File: src/rtl/ni_eject.sv
// ni_eject: NoC network-interface ejection unit.
// Buffers incoming flits in per-VC FIFOs and delivers whole packets to the core over a
// valid/ready stream without interleaving. One credit pulse is returned per freed slot.
// Optional protocol checker: define NI_EJECT_PROTO_CHECK_EN.
module ni_eject #(
    parameter int unsigned NUM_VCS  = 2,
    parameter int unsigned VC_DEPTH = 4,
    parameter int unsigned FLIT_W   = 32,
    localparam int unsigned VC_W    = (NUM_VCS > 1) ? $clog2(NUM_VCS) : 1,
    localparam int unsigned CNT_W   = $clog2(VC_DEPTH + 1)
) (
    input  logic               clk,
    input  logic               arst,
    input  logic               in_valid,
    input  logic [VC_W-1:0]    in_vc,
    input  logic               in_head,
    input  logic               in_tail,
    input  logic [FLIT_W-1:0]  in_data,
    output logic [NUM_VCS-1:0] credit_out,
    output logic               out_valid,
    output logic [VC_W-1:0]    out_vc,
    output logic               out_head,
    output logic               out_tail,
    output logic [FLIT_W-1:0]  out_data,
    input  logic               out_ready,
    output logic               overflow_err,
    output logic               proto_err
);

    localparam int unsigned PTR_W = (VC_DEPTH > 1) ? $clog2(VC_DEPTH) : 1;
    localparam int unsigned ENT_W = FLIT_W + 2;

    typedef enum logic [0:0] {StIdle, StLocked} state_e;

    logic [ENT_W-1:0]   mem_q    [NUM_VCS][VC_DEPTH];
    logic [PTR_W-1:0]   rd_ptr_q [NUM_VCS];
    logic [PTR_W-1:0]   wr_ptr_q [NUM_VCS];
    logic [CNT_W-1:0]   cnt_q    [NUM_VCS];
    logic [NUM_VCS-1:0] empty, full, pop, wr_vec;

    state_e          state_q, state_d;
    logic [VC_W-1:0] lock_vc_q, lock_vc_d, rr_ptr_q, rr_ptr_d;
    logic [VC_W-1:0] sel_vc, cur_vc, next_vc, arb_vc;
    logic [VC_W:0]   arb_sum;
    logic            sel_found, avail, discard, pop_any;
    logic            wr_en, vc_ok, overflow_set;
    logic [ENT_W-1:0] front;
    logic            front_head, front_tail;

    logic [NUM_VCS-1:0] credit_q;
    logic               overflow_q;

    function automatic logic [PTR_W-1:0] ptr_inc(input logic [PTR_W-1:0] p);
        return (p == PTR_W'(VC_DEPTH - 1)) ? '0 : p + 1'b1;
    endfunction

    // Out-of-range VC numbers only exist when NUM_VCS is not a power of two.
    if (NUM_VCS == (1 << VC_W)) begin : g_vc_all_legal
        assign vc_ok = 1'b1;
    end else begin : g_vc_range
        assign vc_ok = (32'(in_vc) < NUM_VCS);
    end

    // Per-VC occupancy flags.
    always_comb begin
        empty = '0;
        full  = '0;
        for (int v = 0; v < NUM_VCS; v++) begin
            empty[v] = (cnt_q[v] == '0);
            full[v]  = (cnt_q[v] == CNT_W'(VC_DEPTH));
        end
    end

    // Round-robin search for the first non-empty VC starting at rr_ptr.
    always_comb begin
        sel_found = 1'b0;
        sel_vc    = '0;
        arb_sum   = '0;
        arb_vc    = '0;
        for (int unsigned i = 0; i < NUM_VCS; i++) begin
            arb_sum = {1'b0, rr_ptr_q} + (VC_W + 1)'(i);
            if (arb_sum >= (VC_W + 1)'(NUM_VCS)) begin
                arb_sum = arb_sum - (VC_W + 1)'(NUM_VCS);
            end
            arb_vc = arb_sum[VC_W-1:0];
            if (!sel_found && !empty[arb_vc]) begin
                sel_found = 1'b1;
                sel_vc    = arb_vc;
            end
        end
    end

    // Offered flit, pop decision and core-facing outputs.
    always_comb begin
        cur_vc     = (state_q == StLocked) ? lock_vc_q : sel_vc;
        front      = mem_q[cur_vc][rd_ptr_q[cur_vc]];
        front_head = front[ENT_W-1];
        front_tail = front[ENT_W-2];
        avail      = (state_q == StLocked) ? !empty[cur_vc] : sel_found;
        discard    = 1'b0;
`ifdef NI_EJECT_PROTO_CHECK_EN
        // A packet must start with a head flit; anything else is dropped at the front.
        discard    = (state_q == StIdle) && avail && !front_head;
`endif
        out_valid   = avail && !discard;
        pop_any     = discard || (out_valid && out_ready);
        pop         = '0;
        pop[cur_vc] = pop_any;
        out_vc      = out_valid ? cur_vc : '0;
        out_head    = out_valid && front_head;
        out_tail    = out_valid && front_tail;
        out_data    = out_valid ? front[FLIT_W-1:0] : '0;
    end

    // Write acceptance: a full FIFO takes a flit only when it pops in the same cycle.
    always_comb begin
        wr_en         = in_valid && vc_ok && (!full[in_vc] || pop[in_vc]);
        wr_vec        = '0;
        wr_vec[in_vc] = wr_en;
        overflow_set  = in_valid && !wr_en;
    end

    // Packet-lock FSM and round-robin pointer update.
    always_comb begin
        state_d   = state_q;
        lock_vc_d = lock_vc_q;
        rr_ptr_d  = rr_ptr_q;
        next_vc   = (cur_vc == VC_W'(NUM_VCS - 1)) ? '0 : cur_vc + 1'b1;
        unique case (state_q)
            StIdle: begin
                if (pop_any) begin
                    rr_ptr_d = next_vc;
                    if (!discard && !front_tail) begin
                        state_d   = StLocked;
                        lock_vc_d = cur_vc;
                    end
                end
            end
            StLocked: begin
                if (pop_any && front_tail) begin
                    state_d = StIdle;
                end
            end
            default: state_d = StIdle;
        endcase
    end

    // Control state, registered credits and sticky overflow flag.
    always_ff @(posedge clk or posedge arst) begin
        if (arst) begin
            state_q    <= StIdle;
            lock_vc_q  <= '0;
            rr_ptr_q   <= '0;
            credit_q   <= '0;
            overflow_q <= 1'b0;
        end else begin
            state_q    <= state_d;
            lock_vc_q  <= lock_vc_d;
            rr_ptr_q   <= rr_ptr_d;
            credit_q   <= pop;
            overflow_q <= overflow_q | overflow_set;
        end
    end

    // FIFO pointers and occupancy counters.
    always_ff @(posedge clk or posedge arst) begin
        if (arst) begin
            for (int v = 0; v < NUM_VCS; v++) begin
                rd_ptr_q[v] <= '0;
                wr_ptr_q[v] <= '0;
                cnt_q[v]    <= '0;
            end
        end else begin
            for (int v = 0; v < NUM_VCS; v++) begin
                if (wr_vec[v]) wr_ptr_q[v] <= ptr_inc(wr_ptr_q[v]);
                if (pop[v])    rd_ptr_q[v] <= ptr_inc(rd_ptr_q[v]);
                if (wr_vec[v] && !pop[v]) begin
                    cnt_q[v] <= cnt_q[v] + 1'b1;
                end else if (!wr_vec[v] && pop[v]) begin
                    cnt_q[v] <= cnt_q[v] - 1'b1;
                end
            end
        end
    end

    // Flit storage; contents are qualified by the counters so no reset is needed.
    always_ff @(posedge clk) begin
        if (wr_en) begin
            mem_q[in_vc][wr_ptr_q[in_vc]] <= {in_head, in_tail, in_data};
        end
    end

`ifdef NI_EJECT_PROTO_CHECK_EN
    logic proto_set, proto_q;
    assign proto_set = discard || ((state_q == StLocked) && pop_any && front_head);

    // Sticky protocol-error flag.
    always_ff @(posedge clk or posedge arst) begin
        if (arst) proto_q <= 1'b0;
        else      proto_q <= proto_q | proto_set;
    end
    assign proto_err = proto_q;
`else
    assign proto_err = 1'b0;
`endif

    assign credit_out   = credit_q;
    assign overflow_err = overflow_q;

endmodule

File: config.mk
export PLATFORM = sky130hd
export DESIGN_NAME = ni_eject
export DESIGN_NICKNAME = d
export VERILOG_FILES = /design/src/rtl/ni_eject.sv
export SDC_FILE = /design/constraint.sdc
export NUM_CORES = 1
export LEC_CHECK = 0
export BUFFER_PORTS_ARGS = -buffer_cell sky130_fd_sc_hd__buf_4
export CORE_ASPECT_RATIO = 1.1
export CORE_UTILIZATION = 54
export CTS_CLUSTER_SIZE = 30
export DETAILED_ROUTE_END_ITERATION = 7
export GPL_TIMING_DRIVEN = 0
export PLACE_DENSITY = 0.83
export RECOVER_POWER = 50
export SLEW_MARGIN = 40
export SYNTH_ARGS = -nofsm -noshare
export SYNTH_HDL_FRONTEND = slang
export SYNTH_SLANG_ARGS = --single-unit
File: constraint.sdc
create_clock -name clk -period 4.8 [get_ports clk]
set_input_delay 0.72 -clock clk [delete_from_list [all_inputs] [get_ports clk]]
set_output_delay 0.72 -clock clk [all_outputs]
set_load 0.05 [all_outputs]
==> run_results.csv, run 1 <==
group,metric,value,unit
final_layout,fillers,1512,
worst_setup_path,crit_slowest_cell,"clkbuf_1",
worst_setup_path,r2r_setup_slack,1340,ps
floorplanning,dieArea,22540,um2
worst_setup_path,cp.arrival,3480,ps
timing,setup_viol,0,
timing,period_share,0.8760,
routing,drt_first_pass_iters,5,
floorplanning,io_pins,79,
placed_design,pre_cts_ws,1190,ps
timing,timing.fmax,237.8,MHz
routing,drtIter0Drc,632,
timing,rsz0062_at_grt,"no",
floorplanning,dieWidth,143.3,um
worst_setup_path,start_kind,"flip-flop",
placed_design,gp_congestion,0.7332,
floorplanning,initial_utilization,0.5528,
timing,finClkSkew,14.58,ps
logic_synthesis,synth_edf_count,272,
outcome,status,"finished clean",
worst_setup_path,critPathMaxStageDelay,530,ps
hold_path,hold_path_class,"input pin to async pin",
logic_synthesis,synthFlopType,"edfxtp_1",
grt,grt_pass1_wl,39.17,mm
routing,drt-total-wl,26.16,mm
clocking,holdBufCountCts,0,
clocking,cts_tree,"yes",
clocking,cts_buffers,28,
logic_synthesis,synth_top_area_frac,0.6892,
grt,track_usage,0.2361,
timing,fin_ws,595.2,ps
routing,detail_route.wl_per_cell,22.18,um
clocking,h-tree-depth,1,
grt,grt.overflow.total,0,
clocking,cts_root_buf,"clkbuf_16",
grt,antenna_found_initial,1,
logic_synthesis,avgSynthCellArea,16.44,um2
worst_setup_path,cp_max_fo,10,
worst_setup_path,path_class,"flip-flop to output port",
routing,ant_nets,0,
placed_design,dp_hpwl,17.09,mm
worst_setup_path,worst-path-buf-inv,3,
logic_synthesis,yosysWarnings,0,
timing,worstMarginPinSlew,1229,ps
floorplanning,die_h,157.4,um
final_layout,post_route_cells_drive_above_1_share,0.2018,
grt,grt_max_degree,35,
placed_design,numPortBuffers,77,
floorplanning,num_rows,56,
grt,grt_pass1_vias,7032,
logic_synthesis,ys_top_cells_by_count,"272 x edfxtp_1, 69 x mux2i_1, 39 x nand2_1, 37 x mux2_2",
job,drv_cap,0,
worst_setup_path,crit_required,4080,ps
logic_synthesis,synth_nets,768,
final_layout,area_growth,16.92,%
logic_synthesis,async_flop_share,0.06849,
clocking,cts_resized,0,
clocking,post_cts_buffers,0,
routing,drc,0,
clocking,cts_buffer_depth,3,
clocking,clock-sinks,292,
floorplanning,core-area,21440,um2
timing,hold_ws,326.3,ps
timing,layout_min_cycle_time,4205,ps
logic_synthesis,synth.distinct_cells,41,
routing,viasPerCell,6.001,
logic_synthesis,seq_area_frac_synth,0.7314,
timing,drv_slew,0,
timing,hold_violations,0,
timing,setup_tns,0,ps
clocking,cts.clk_slew.worst_paths,60,ps
worst_setup_path,critical-path-top-delay-family,"buffers and inverters",
final_layout,nets,912,
logic_synthesis,netlist_area,11850,um2
logic_synthesis,syn_inst,721,
logic_synthesis,yosysMostFrequentCell,"edfxtp_1",
timing,slew_headroom,0.1703,
logic_synthesis,ys_ff_latch,292,
logic_synthesis,netlist_top_cells_area,"edfxtp_1 69%, mux2i_1 5.8%, dfrtp_1 4.2%",
worst_setup_path,cp_cell_sequence,"or3_4 -> o221ai_4 -> buf_2 -> clkbuf_1 -> o211ai_1 -> a21oi_1 -> buf_4",
worst_setup_path,end_kind,"output port",
clocking,clk_latency,550,ps
logic_synthesis,synth_top_cell_by_area,"edfxtp_1",
routing,route.vias.total,7075,
layer usage:
layer | routed length, um | GRT usage | vias to the layer above
met4 | 693 | 0.08511 | 0
met5 | 0 | 0 | -
li1 | - | - | 3114
met3 | 2155 | 0.04381 | 60
met2 | 13060 | 0.3930 | 347
met1 | 10250 | 0.3115 | 3554
placed cells by master (no fill, tap or decap), types with 3 or more instances in the layout:
cell       instances
bufinv_16          3
nand2_1           39
clkbuf_1          72
buf_2             21
nor2_1            11
buf_4             63
xor2_1             4
nor3_1             5
nor2b_1           33
a21oi_1           34
clkinv_1           7
ha_1               6
clkbuf_16         29
mux2_1             6
a21o_1             3
clkinv_2           6
a211o_1           33
mux2_2            37
mux2i_1           69
dfrtp_1           20
edfxtp_1         272
inv_1              8
a211oi_1          34
o211ai_1          33
nor3b_2            3
clkbuf_2           4
kinds of logic after synthesis:
| group | synth area share |
|---|---|
| other cells | 0.0003164 |
| compound gates | 0.08742 |
| mux | 0.1029 |
| buf+inv | 0.01953 |
| xor+xnor | 0.004434 |
| flops | 0.7314 |
| fa+ha+maj | 0.009713 |
| simple gates | 0.04424 |
worst paths after layout:
check | start | to | cells after the start
setup / recovery | cnt_q[0] | out_data[31] | 7
hold / removal | arst | rd_ptr_q[2] | 2
setup reg to reg | cnt_q[3] | mem_q[1][53] | 8
hold reg to reg | overflow_err | overflow_err | 1
max in group asynchronous | arst | rr_ptr_q | 2
min in group clk | in_valid | overflow_err | 2
sequential cells by signal, summed over array words and instances (netlist names), named ones only:
name / count
rr_ptr_q: 1
rd_ptr_q: 4
mem_q: 272
overflow_err: 1
wr_ptr_q: 4
lock_vc_q: 1
credit_out: 2
cnt_q: 6
worst reg2reg max path, cell delays in order, from the launching register on:
cell and delay (ps):
dfrtp_1 450, nor3_1 400, o2111ai_1 410, nand4_1 240
nand3_1 220, nor3b_2 620, buf_2 330, buf_2 240
buf_2 240
layout make-up:
cell class | instances | area, um2 | area share
clock buffers | 35 | 748.2 | 0.05400
flip-flops and latches | 292 | 8668 | 0.6256
inverters | 10 | 37.54 | 0.002709
well taps | 290 | 362.8 | 0.02619
repair buffers | 114 | 703.2 | 0.05075
diodes | 2 | 5.005 | 0.0003612
clock inverters | 17 | 155.1 | 0.01120
multi-input cells | 373 | 2977 | 0.2148
plain buffers | 46 | 200.2 | 0.01445
metrics by stage:
step / cell area (um2) / cells / util
floorplan: 11850 / 721 / -
global placement: 12790 / 1088 / 0.5966
detailed placement: 13090 / 1124 / 0.6106
CTS: 13990 / 1176 / 0.6527
global route: 13850 / 1177 / 0.6461
finish: 13860 / 1179 / 0.6463
Power of run 1 is left out: the tool's default activity adds up to more than one toggle a clock period on the data nets, which glitch-free logic cannot reach.
==> run 2: changes to the inputs <==
--- a/config.mk
+++ b/config.mk
@@ -5,6 +5,7 @@
 export SDC_FILE = /design/constraint.sdc
 export NUM_CORES = 1
 export LEC_CHECK = 0
+export ABC_AREA = 1
 export BUFFER_PORTS_ARGS = -buffer_cell sky130_fd_sc_hd__buf_4
 export CORE_ASPECT_RATIO = 1.1
 export CORE_UTILIZATION = 54
==> run 2 against run 1 <==
Register-to-register slack got worse by 200 ps. First-iteration DRC count increased by 78%. Critical path depth increased by 7. Via count increased by 23%. Non-clock buffer count decreased by 12. Hold slack got worse by 6.2 ps. Largest cell class unchanged. Highest routed layer unchanged.
==> run_results.csv, run 2 <==
group,metric,value,unit
outcome,status,"finished clean",
grt,grt_pass1_vias,8871,
timing,drv_slew,0,
routing,drt_first_pass_iters,6,
final_layout,fillers,1598,
clocking,cts_buffer_depth,3,
worst_setup_path,crit_required,4080,ps
placed_design,numPortBuffers,76,
logic_synthesis,synthFlopType,"edfxtp_1",
logic_synthesis,synth.distinct_cells,35,
clocking,holdBufCountCts,0,
floorplanning,initial_utilization,0.5507,
timing,rsz0062_at_grt,"no",
timing,finClkSkew,9.068,ps
floorplanning,core-area,22110,um2
final_layout,nets,1215,
clocking,h-tree-depth,1,
grt,antenna_found_initial,0,
placed_design,dp_hpwl,20.32,mm
routing,drt-total-wl,31.43,mm
timing,hold_violations,0,
timing,worstMarginPinSlew,855.1,ps
logic_synthesis,synth_top_cell_by_area,"edfxtp_1",
timing,slew_headroom,0.4299,
final_layout,largest_register_ffs,272,
clocking,post_cts_buffers,0,
logic_synthesis,netlist_area,12180,um2
timing,setup_viol,0,
worst_setup_path,cp_max_fo,10,
placed_design,gp_congestion,0.7888,
logic_synthesis,async_flop_share,0.06849,
logic_synthesis,synth_nets,1093,
routing,drc,0,
floorplanning,dieWidth,145.2,um
final_layout,post_route_cells_drive_above_1_share,0.1465,
logic_synthesis,synth_edf_count,272,
worst_setup_path,path_class,"flip-flop to output port",
timing,setup_tns,0,ps
routing,viasPerCell,5.861,
routing,detail_route.wl_per_cell,21.19,um
grt,track_usage,0.2731,
routing,drtIter0Drc,1127,
clocking,clk_latency,550,ps
logic_synthesis,netlist_top_cells_area,"edfxtp_1 67%, nor2_1 8.5%, dfrtp_1 4.1%",
logic_synthesis,yosysWarnings,0,
floorplanning,io_pins,79,
worst_setup_path,start_kind,"flip-flop",
final_layout,layout_common_cells,"272 x edfxtp_1, 271 x nor2_1, 126 x nand2_1",
grt,grt.overflow.total,0,
logic_synthesis,yosysMostFrequentCell,"nor2_1",
floorplanning,die_h,159.5,um
final_layout,area_growth,16.86,%
clocking,cts_root_buf,"clkbuf_16",
timing,layout_min_cycle_time,4104,ps
clocking,clock-sinks,292,
floorplanning,num_rows,57,
timing,period_share,0.8549,
timing,fin_ws,696.4,ps
logic_synthesis,syn_inst,1046,
worst_setup_path,end_kind,"output port",
grt,grt_max_degree,21,
logic_synthesis,ys_ff_latch,292,
placed_design,pre_cts_ws,1358,ps
final_layout,diodes,0,
clocking,cts_buffers,28,
job,drv_cap,0,
routing,route.vias.total,8692,
hold_path,hold_path_class,"input pin to async pin",
clocking,cts_resized,0,
clocking,cts_tree,"yes",
routing,ant_nets,0,
timing,timing.fmax,243.7,MHz
floorplanning,dieArea,23150,um2
worst_setup_path,cp.arrival,3380,ps
logic_synthesis,ys_top_cells_by_count,"275 x nor2_1, 272 x edfxtp_1, 123 x nand2_1, 99 x o21ai_1, 70 x o21ai_0",
clocking,cts.clk_slew.worst_paths,60,ps
logic_synthesis,avgSynthCellArea,11.64,um2
grt,grt_pass1_wl,48.07,mm
logic_synthesis,seq_area_frac_synth,0.7120,
logic_synthesis,synth_top_area_frac,0.6708,
final_layout,final_common_cell,"edfxtp_1",
## run 2: logic make-up (layout without fill, tap and decap cells)
logic type / after synthesis / after routing / synth area share
AOI/OAI and AO/OA: 208 / 208 / 0.08694
xor gates and xnor gates: 4 / 4 / 0.002878
adders and majority gates: 8 / 8 / 0.009454
buffers and inverters: 93 / 235 / 0.04162
DFF: 292 / 292 / 0.7120
muxes: 2 / 2 / 0.001850
other: 1 / 1 / 0.0003080
and+or+nand+nor: 438 / 438 / 0.1450
## run 2: metal layers
layer  share of wire  wire (um)  up-vias  GRT usage
met5               0          0        -          0
met4           0.037       1177        0     0.1239
met3            0.11       3375       93    0.04069
met2            0.49      15480      614     0.4583
met1            0.36      11400     4151     0.3539
li1                -          -     3834          -
## run 2: area by class of cell
type	instances	area, um2	area share
Buffer	56	360.3	0.02533
Clock buffer	31	711.9	0.05004
Clock inverter	19	202.7	0.01425
Inverter	37	138.9	0.009761
Multi-Input combinational cell	661	3018	0.2121
Sequential cell	292	8668	0.6092
Tap cell	295	369.1	0.02594
Timing Repair Buffer	92	759.5	0.05338
## run 2: path summary, 6_finish.rpt
path                       slack, ps            to          from  depth (start not counted)
hold reg to reg                  490  overflow_err  overflow_err                          1
hold / removal                   320  overflow_err          arst                          2
min in group clk                 460  overflow_err      in_valid                          3
setup reg to reg                1140  mem_q[1][50]      cnt_q[3]                         14
max in group asynchronous       3980   rd_ptr_q[2]          arst                          2
setup / recovery                 700  out_data[21]      cnt_q[3]                         14
## run 2: critical path: stages, from the launching register on
cell,delay (ps)
dfrtp_1,420
nor2_1,180
nand2_1,110
nand2_1,120
nand2_4,90
nand2_4,90
buf_6,150
nand2_1,60
nand2_1,200
clkbuf_1,470
buf_2,400
nor2_1,100
o21ai_1,160
nor2_1,90
buf_4,190
## run 2: stage by stage
stage	std cells	hold WS [ps]	instance area [um2]	utilization
2_1_floorplan	1046	460.0	12180	-
3_3_place_gp	1417	460.8	13120	0.5932
3_5_place_dp	1433	473.3	13500	0.6108
4_1_cts	1483	355.7	14420	0.6521
5_1_grt	1483	422.0	14230	0.6436
6_report	1483	320.1	14230	0.6436
Power of run 2 is left out for the same reason.
